==> src/rtl/ctrl_pkg.sv <==
// ctrl_pkg: shared definitions for the multicycle controller.
//   - ctrl_state_t : sequencing states (FETCH, EXEC, MEM, HALT)
//   - OP_* / FN_*  : MIPS-subset opcode and R-type funct codes
//   - ALU_*        : alu_operation encodings driven to the datapath
package ctrl_pkg;

    typedef enum logic [1:0] {
        FETCH,
        EXEC,
        MEM,
        HALT
    } ctrl_state_t;

    // Opcodes (inst[31:26])
    localparam logic [5:0] OP_RTYPE = 6'h00;
    localparam logic [5:0] OP_J     = 6'h02;
    localparam logic [5:0] OP_JAL   = 6'h03;
    localparam logic [5:0] OP_BEQ   = 6'h04;
    localparam logic [5:0] OP_BNE   = 6'h05;
    localparam logic [5:0] OP_BLEZ  = 6'h06;
    localparam logic [5:0] OP_BGTZ  = 6'h07;
    localparam logic [5:0] OP_ADDI  = 6'h08;
    localparam logic [5:0] OP_ADDIU = 6'h09;
    localparam logic [5:0] OP_SLTI  = 6'h0A;
    localparam logic [5:0] OP_ANDI  = 6'h0C;
    localparam logic [5:0] OP_ORI   = 6'h0D;
    localparam logic [5:0] OP_XORI  = 6'h0E;
    localparam logic [5:0] OP_LUI   = 6'h0F;
    localparam logic [5:0] OP_LW    = 6'h23;
    localparam logic [5:0] OP_SW    = 6'h2B;

    // R-type funct codes (inst[5:0])
    localparam logic [5:0] FN_SLL     = 6'h00;
    localparam logic [5:0] FN_SRL     = 6'h02;
    localparam logic [5:0] FN_SRA     = 6'h03;
    localparam logic [5:0] FN_JR      = 6'h08;
    localparam logic [5:0] FN_SYSCALL = 6'h0C;
    localparam logic [5:0] FN_ADD     = 6'h20;
    localparam logic [5:0] FN_ADDU    = 6'h21;
    localparam logic [5:0] FN_SUB     = 6'h22;
    localparam logic [5:0] FN_AND     = 6'h24;
    localparam logic [5:0] FN_OR      = 6'h25;
    localparam logic [5:0] FN_XOR     = 6'h26;
    localparam logic [5:0] FN_NOR     = 6'h27;
    localparam logic [5:0] FN_SLT     = 6'h2A;
    localparam logic [5:0] FN_SLTU    = 6'h2B;

    // alu_operation encodings
    localparam logic [3:0] ALU_ADD  = 4'd0;
    localparam logic [3:0] ALU_SUB  = 4'd1;
    localparam logic [3:0] ALU_AND  = 4'd2;
    localparam logic [3:0] ALU_OR   = 4'd3;
    localparam logic [3:0] ALU_XOR  = 4'd4;
    localparam logic [3:0] ALU_NOR  = 4'd5;
    localparam logic [3:0] ALU_SLT  = 4'd6;
    localparam logic [3:0] ALU_SLTU = 4'd7;
    localparam logic [3:0] ALU_SLL  = 4'd8;
    localparam logic [3:0] ALU_SRL  = 4'd9;
    localparam logic [3:0] ALU_SRA  = 4'd10;
    localparam logic [3:0] ALU_LUI  = 4'd11;

endpackage

==> src/rtl/inst_decoder.sv <==
// inst_decoder: purely combinational instruction decode.
//   in : inst[XLEN-1:0], zero, negative (ALU flags for branch resolution)
//   out: datapath selects (reg_dest, alu_src, mem_or_reg, pc_or_mem, branch,
//        jump, jump_register, does_shift_amount_need, is_unsigned,
//        alu_operation[3:0]) and class flags (is_mem, is_load, is_store,
//        writes_reg, is_syscall, illegal).
// Unknown encodings raise illegal and leave writes_reg/is_mem low, so the
// controller retires them as a NOP.
module inst_decoder
    import ctrl_pkg::*;
#(
    parameter int unsigned XLEN = 32
) (
    input  logic [XLEN-1:0] inst,
    input  logic            zero,
    input  logic            negative,
    output logic            reg_dest,
    output logic            alu_src,
    output logic            mem_or_reg,
    output logic            pc_or_mem,
    output logic            branch,
    output logic            jump,
    output logic            jump_register,
    output logic            does_shift_amount_need,
    output logic            is_unsigned,
    output logic [3:0]      alu_operation,
    output logic            is_mem,
    output logic            is_load,
    output logic            is_store,
    output logic            writes_reg,
    output logic            is_syscall,
    output logic            illegal
);

    logic [5:0] opcode;
    logic [5:0] funct;
    logic       unused_inst_bits;

    assign opcode = inst[31:26];
    assign funct  = inst[5:0];
    // Register/immediate fields are consumed by the datapath, not here.
    assign unused_inst_bits = ^inst;

    always_comb begin
        reg_dest               = 1'b0;
        alu_src                = 1'b0;
        mem_or_reg             = 1'b0;
        pc_or_mem              = 1'b0;
        branch                 = 1'b0;
        jump                   = 1'b0;
        jump_register          = 1'b0;
        does_shift_amount_need = 1'b0;
        is_unsigned            = 1'b0;
        alu_operation          = ALU_ADD;
        is_mem                 = 1'b0;
        is_load                = 1'b0;
        is_store               = 1'b0;
        writes_reg             = 1'b0;
        is_syscall             = 1'b0;
        illegal                = 1'b0;

        case (opcode)
            OP_RTYPE: begin
                reg_dest = 1'b1;
                case (funct)
                    FN_ADD, FN_ADDU: begin alu_operation = ALU_ADD;  writes_reg = 1'b1; end
                    FN_SUB:          begin alu_operation = ALU_SUB;  writes_reg = 1'b1; end
                    FN_AND:          begin alu_operation = ALU_AND;  writes_reg = 1'b1; end
                    FN_OR:           begin alu_operation = ALU_OR;   writes_reg = 1'b1; end
                    FN_XOR:          begin alu_operation = ALU_XOR;  writes_reg = 1'b1; end
                    FN_NOR:          begin alu_operation = ALU_NOR;  writes_reg = 1'b1; end
                    FN_SLT:          begin alu_operation = ALU_SLT;  writes_reg = 1'b1; end
                    FN_SLTU:         begin alu_operation = ALU_SLTU; writes_reg = 1'b1; end
                    FN_SLL: begin
                        alu_operation          = ALU_SLL;
                        does_shift_amount_need = 1'b1;
                        writes_reg             = 1'b1;
                    end
                    FN_SRL: begin
                        alu_operation          = ALU_SRL;
                        does_shift_amount_need = 1'b1;
                        writes_reg             = 1'b1;
                    end
                    FN_SRA: begin
                        alu_operation          = ALU_SRA;
                        does_shift_amount_need = 1'b1;
                        writes_reg             = 1'b1;
                    end
                    FN_JR:      jump_register = 1'b1;
                    FN_SYSCALL: is_syscall    = 1'b1;
                    default:    illegal       = 1'b1;
                endcase
            end
            OP_ADDI, OP_ADDIU: begin alu_src = 1'b1; alu_operation = ALU_ADD; writes_reg = 1'b1; end
            OP_SLTI:           begin alu_src = 1'b1; alu_operation = ALU_SLT; writes_reg = 1'b1; end
            OP_ANDI: begin
                alu_src = 1'b1; is_unsigned = 1'b1; alu_operation = ALU_AND; writes_reg = 1'b1;
            end
            OP_ORI: begin
                alu_src = 1'b1; is_unsigned = 1'b1; alu_operation = ALU_OR;  writes_reg = 1'b1;
            end
            OP_XORI: begin
                alu_src = 1'b1; is_unsigned = 1'b1; alu_operation = ALU_XOR; writes_reg = 1'b1;
            end
            OP_LUI:  begin alu_src = 1'b1; alu_operation = ALU_LUI; writes_reg = 1'b1; end
            OP_LW: begin
                alu_src    = 1'b1;
                mem_or_reg = 1'b1;
                is_mem     = 1'b1;
                is_load    = 1'b1;
                writes_reg = 1'b1;
            end
            OP_SW: begin
                alu_src  = 1'b1;
                is_mem   = 1'b1;
                is_store = 1'b1;
            end
            OP_BEQ:  begin alu_operation = ALU_SUB; branch = zero;                 end
            OP_BNE:  begin alu_operation = ALU_SUB; branch = ~zero;                end
            OP_BLEZ: begin alu_operation = ALU_SUB; branch = zero | negative;      end
            OP_BGTZ: begin alu_operation = ALU_SUB; branch = ~zero & ~negative;    end
            OP_J:    jump = 1'b1;
            OP_JAL: begin
                jump       = 1'b1;
                pc_or_mem  = 1'b1;
                writes_reg = 1'b1;
            end
            default: illegal = 1'b1;
        endcase
    end

endmodule

==> src/rtl/multicycle_controller.sv <==
// multicycle_controller: sequencing control for the MIPS-subset datapath.
//   clk, rst_b (async, active-low)
//   inst/inst_valid      : instruction word and instruction-memory handshake
//   zero/negative        : ALU flags for branch resolution
//   mem_ready            : data-memory completion handshake
//   selects              : reg_dest, alu_src, mem_or_reg, pc_or_mem, branch,
//                          jump, jump_register, does_shift_amount_need,
//                          is_unsigned, alu_operation[3:0]
//   strobes              : pc_we, reg_write_enable, mem_req, mem_we
//   status               : halted (sticky), illegal_inst (1-cycle pulse)
// Optional: define CTRL_PERF_CNT_EN to add instret[31:0] and
// stall_cycles[31:0] performance counters.
module multicycle_controller
    import ctrl_pkg::*;
#(
    parameter int unsigned XLEN = 32
) (
    input  logic            clk,
    input  logic            rst_b,
    input  logic [XLEN-1:0] inst,
    input  logic            inst_valid,
    input  logic            zero,
    input  logic            negative,
    input  logic            mem_ready,
    output logic            reg_dest,
    output logic            alu_src,
    output logic            mem_or_reg,
    output logic            pc_or_mem,
    output logic            branch,
    output logic            jump,
    output logic            jump_register,
    output logic            does_shift_amount_need,
    output logic            is_unsigned,
    output logic [3:0]      alu_operation,
    output logic            reg_write_enable,
    output logic            pc_we,
    output logic            mem_req,
    output logic            mem_we,
    output logic            halted,
    output logic            illegal_inst
`ifdef CTRL_PERF_CNT_EN
    ,
    output logic [31:0]     instret,
    output logic [31:0]     stall_cycles
`endif
);

    ctrl_state_t state_q;
    ctrl_state_t state_d;

    logic is_mem;
    logic is_load;
    logic is_store;
    logic writes_reg;
    logic is_syscall;
    logic illegal;

    inst_decoder #(
        .XLEN(XLEN)
    ) u_decoder (
        .inst                   (inst),
        .zero                   (zero),
        .negative               (negative),
        .reg_dest               (reg_dest),
        .alu_src                (alu_src),
        .mem_or_reg             (mem_or_reg),
        .pc_or_mem              (pc_or_mem),
        .branch                 (branch),
        .jump                   (jump),
        .jump_register          (jump_register),
        .does_shift_amount_need (does_shift_amount_need),
        .is_unsigned            (is_unsigned),
        .alu_operation          (alu_operation),
        .is_mem                 (is_mem),
        .is_load                (is_load),
        .is_store               (is_store),
        .writes_reg             (writes_reg),
        .is_syscall             (is_syscall),
        .illegal                (illegal)
    );

    always_ff @(posedge clk or negedge rst_b) begin
        if (!rst_b) begin
            state_q <= FETCH;
        end else begin
            state_q <= state_d;
        end
    end

    // Strobes are pure functions of the registered state, so an async reset
    // drops mem_req immediately and the pending access is simply abandoned.
    always_comb begin
        state_d          = state_q;
        pc_we            = 1'b0;
        reg_write_enable = 1'b0;
        mem_req          = 1'b0;
        mem_we           = 1'b0;
        halted           = 1'b0;
        illegal_inst     = 1'b0;

        case (state_q)
            FETCH: begin
                if (inst_valid) begin
                    state_d = EXEC;
                end
            end
            EXEC: begin
                illegal_inst = illegal;
                if (is_syscall) begin
                    state_d = HALT;
                end else if (is_mem) begin
                    state_d = MEM;
                end else begin
                    pc_we            = 1'b1;
                    reg_write_enable = writes_reg;
                    state_d          = FETCH;
                end
            end
            MEM: begin
                mem_req = 1'b1;
                mem_we  = is_store;
                if (mem_ready) begin
                    pc_we            = 1'b1;
                    reg_write_enable = is_load;
                    state_d          = FETCH;
                end
            end
            HALT: begin
                halted = 1'b1;
            end
            default: begin
                state_d = FETCH;
            end
        endcase
    end

`ifdef CTRL_PERF_CNT_EN
    logic [31:0] instret_q;
    logic [31:0] stall_q;
    logic        stall_now;

    // Neither term can be true in HALT, so the counters freeze there.
    assign stall_now = ((state_q == FETCH) && !inst_valid) ||
                       ((state_q == MEM)   && !mem_ready);

    always_ff @(posedge clk or negedge rst_b) begin
        if (!rst_b) begin
            instret_q <= '0;
            stall_q   <= '0;
        end else begin
            if (pc_we) begin
                instret_q <= instret_q + 32'd1;
            end
            if (stall_now) begin
                stall_q <= stall_q + 32'd1;
            end
        end
    end

    assign instret      = instret_q;
    assign stall_cycles = stall_q;
`endif

endmodule

==> config.mk <==
export PLATFORM = sky130hd
export DESIGN_NAME = multicycle_controller
export DESIGN_NICKNAME = d
export VERILOG_FILES = /design/src/rtl/ctrl_pkg.sv /design/src/rtl/inst_decoder.sv /design/src/rtl/multicycle_controller.sv
export SDC_FILE = /design/constraint.sdc
export NUM_CORES = 1
export LEC_CHECK = 0
export BUFFER_PORTS_ARGS = -buffer_cell sky130_fd_sc_hd__buf_2
export CORE_UTILIZATION = 40
export DETAILED_ROUTE_END_ITERATION = 16
export GPL_ROUTABILITY_DRIVEN = 0
export PLACE_DENSITY_LB_ADDON = 0.25
export SLEW_MARGIN = 40
export SYNTH_ARGS = -nofsm -noshare
export SYNTH_HDL_FRONTEND = slang
export SYNTH_HIERARCHICAL = 1
export SYNTH_SLANG_ARGS = --single-unit
==> constraint.sdc <==
create_clock -name clk -period 7.15 [get_ports clk]
set_input_delay 1.43 -clock clk [delete_from_list [all_inputs] [get_ports clk]]
set_output_delay 1.43 -clock clk [all_outputs]
set_load 0.02 [all_outputs]
==> insert_results.sql <==
INSERT INTO impl_metrics (metric_group, metric, value, unit) VALUES
('outcome', 'run_status', 'complete, no violations', ''),
('finish', 'seqCellArea', '50.0', 'um2'),
('timing', 'period_minus_slack', '4.67', 'ns'),
('finish', 'postLayoutCellArea', '847', 'um2'),
('finish', 'layout-area-overhead-vs-synth', '28.5', '%'),
('critical_path', 'path_max_fanout', '6', ''),
('route', 'detail-route-antenna-nets', '0', ''),
('finish', 'multi_input_comb_area', '544', 'um2'),
('finish', 'number_of_fill_cells_in_the_layout', '158', ''),
('critical_path', 'timing_worst_setup_path_type', 'in2out', ''),
('placed_design', 'hpwl_after_dpl', '1260', 'um'),
('pwr', 'cellPowerDensity', '137', 'nW/um2'),
('logic_synthesis', 'synth-warning-count', '6', ''),
('global_route', 'grt_antenna_before_repair', '0', ''),
('floorplanning', 'effective_utilization_at_floorplan', '43.3', '%'),
('flow_run', 'maxCapViolations', '0', ''),
('logic_synthesis', 'synth_top_area_cell', 'ha_1', ''),
('clock_tree', 'htree_num_levels', '1', ''),
('timing', 'setup_viol', '0', ''),
('logic_synthesis', 'synth_enable_flop_cells', '0', ''),
('critical_path', 'rr_startpoint', 'state_q[0]$_DFFE_PN0P_', ''),
('critical_path', 'reg2regPathDepth', '4', ''),
('clock_tree', 'postCtsSetupBuffers', '0', ''),
('route', 'detail_route.first_pass.iterations', '4', ''),
('finish', 'largest-register', 'state_q', ''),
('route', 'drcViolationCount', '0', ''),
('logic_synthesis', 'synth_top_family_by_area', 'simple AND/OR/NAND/NOR gates', ''),
('logic_synthesis', 'postSynth.topFlopCell', 'dfrtp_1', ''),
('route', 'route.detailed.vias_per_inst', '5.40', ''),
('finish', 'largest_register_ffs', '2', ''),
('logic_synthesis', 'post_synth.cell_area_avg', '7.17', 'um2'),
('clock_tree', 'cts_inserted_buffers', '3', ''),
('route', 'routed_wl', '1620', 'um'),
('logic_synthesis', 'synth.cells.most_frequent', 'nor2_1, a21oi_1, inv_1', ''),
('clock_tree', 'maximum_count_of_clock_buffers_along_a_single_path', '2', ''),
('logic_synthesis', 'asyncSetResetFlopFracSynth', '100', '%'),
('placed_design', 'place.detailed.instances', '139', ''),
('critical_path', 'setup.worst_path.end_class', 'output port', ''),
('pwr', 'part_of_the_power_in_combinational_logic', '62.4', '%'),
('finish', 'ant_diodes', '0', ''),
('clock_tree', 'cts.sink_count', '2', ''),
('logic_synthesis', 'synthesized_area_fraction_occupied_by_ao_oa_aoi_and_oai_cells', '26.2', '%'),
('clock_tree', 'cts_resized', '0', ''),
('pwr', 'fraction_of_power_spent_switching_nets', '45.2', '%'),
('timing', 'clock-skew-final', '0.00566', 'ns'),
('logic_synthesis', 'post_synth_and_or_nand_nor_area_fraction', '38.1', '%'),
('clock_tree', 'cts_hold_buffers', '0', ''),
('logic_synthesis', 'synth_xor_area_share', '3.98', '%'),
('pwr', 'p_sw', '52.5', 'uW'),
('placed_design', 'buffer_ports.inserted', '36', ''),
('logic_synthesis', 'synthesis.instances', '92', ''),
('timing', 'worst-slew-pin-transition', '0.494', 'ns'),
('hold_path', 'hold-path-endpoint', 'state_q[1]$_DFFE_PN0P_', ''),
('placed_design', 'place_area', '825', 'um2'),
('clock_tree', 'clkLatencyLatePin', '0.23', 'ns'),
('logic_synthesis', 'synth_fa_ha_area_share', '9.49', '%'),
('critical_path', 'setup.worst_path.start_class', 'input port', ''),
('timing', 'fmax', '214', 'MHz'),
('finish', 'final_util', '55.6', '%'),
('timing', 'grt_setup_unrepaired', 'no', ''),
('critical_path', 'regToRegEndpoint', 'state_q[0]$_DFFE_PN0P_', ''),
('global_route', 'pin_count_of_the_biggest_net_entering_global_routing', '13', ''),
('finish', 'nets', '171', ''),
('global_route', 'total_routing_usage_gr', '19.5', '%'),
('logic_synthesis', 'syn-num-nets', '135', ''),
('pwr', 'power_frac_clock', '21.6', '%'),
('critical_path', 'cp_data_arrival_time', '3.24', 'ns'),
('logic_synthesis', 'post-synth-top-count-cell', 'nor2_1', ''),
('pwr', 'ir_drop', '0.000116', 'V'),
('route', 'dr.first_iter.drc_count', '15', ''),
('timing', 'setup-tns-final', '0', 'ns');
==> cells by family (layout without fill, tap and decap cells) <==
family | count (synthesis) | in the layout
AO/OA/AOI/OAI | 24 | 24
XOR/XNOR | 3 | 3
adder cells (fa/ha/maj) | 5 | 5
buffers and inverters | 13 | 47
flip-flops | 2 | 2
multiplexers | 3 | 3
AND/OR/NAND/NOR | 42 | 42
==> worst max-delay path, stage by stage <==
cell     delay (ns)
buf_2          0.13
or4_4          0.55
or3_4          0.39
inv_1          0.13
and3_1         0.20
nor2_1         0.06
a22oi_1        0.14
nor2b_1        0.06
buf_2          0.15
==> worst max path at each step <==
stage | cells after the start | endpoint | slack [ns] | start
5_1_grt | 9 | pc_we | 2.35 | inst[30]
3_3_place_gp | 9 | pc_we | 2.50 | inst[30]
4_1_cts | 9 | pc_we | 2.49 | inst[30]
2_1_floorplan | 7 | reg_write_enable | 2.59 | inst[28]
6_report | 9 | pc_we | 2.48 | inst[30]
3_5_place_dp | 9 | pc_we | 2.49 | inst[30]
==> per-layer routing <==
| metal | global-route usage, % | routed length [um] | vias up |
|---|---|---|---|
| met4 | 3.75 | 0 | 0 |
| met1 | 29.4 | 862 | 343 |
| met2 | 29.5 | 691 | 21 |
| li1 | - | - | 403 |
| met3 | 2.59 | 62 | 0 |
| met5 | 0 | 0 | - |
==> cells in the final DEF (no fill, tap or decap), drive strengths merged, types with 2 or more instances in the layout <==
master,count
nand3,5
dfrtp,2
and2,3
nor2b,5
nand2b,4
mux2i,2
inv,8
o21ai,3
buf,36
a21oi,8
clkbuf,3
nor4,4
o32ai,2
xnor2,2
nand2,5
nor2,9
ha,5
and3,2
==> stage by stage <==
stage,power (mW),worst slack (ns),hold WS [ns]
global route,0.127,2.35,0.688
floorplan,0.0701,2.59,0.586
detailed placement,0.0916,2.49,0.647
CTS,0.118,2.49,0.651
finish,0.116,2.48,0.645
global placement,0.0893,2.50,0.629
==> final cells by class <==
class                           count  area share (%)
Timing Repair Buffer               36            21.3
Tap cell                           16            2.36
Sequential cell                     2            5.91
Multi-Input combinational cell     77            64.3
Inverter                            8            3.55
Clock buffer                        3            2.66
==> power by group through the flow <==
stage	Clock (mW)	Sequential [mW]	Combinational [mW]
after global routing	0.0269	0.0193	0.0814
after floorplan	0	0.0176	0.0525
after CTS	0.0264	0.0187	0.0729
after detailed placement	0	0.0188	0.0728
final	0.0251	0.0186	0.0725
after global placement	0	0.0181	0.0712
Note: power is estimated with default switching activity, not from simulation.
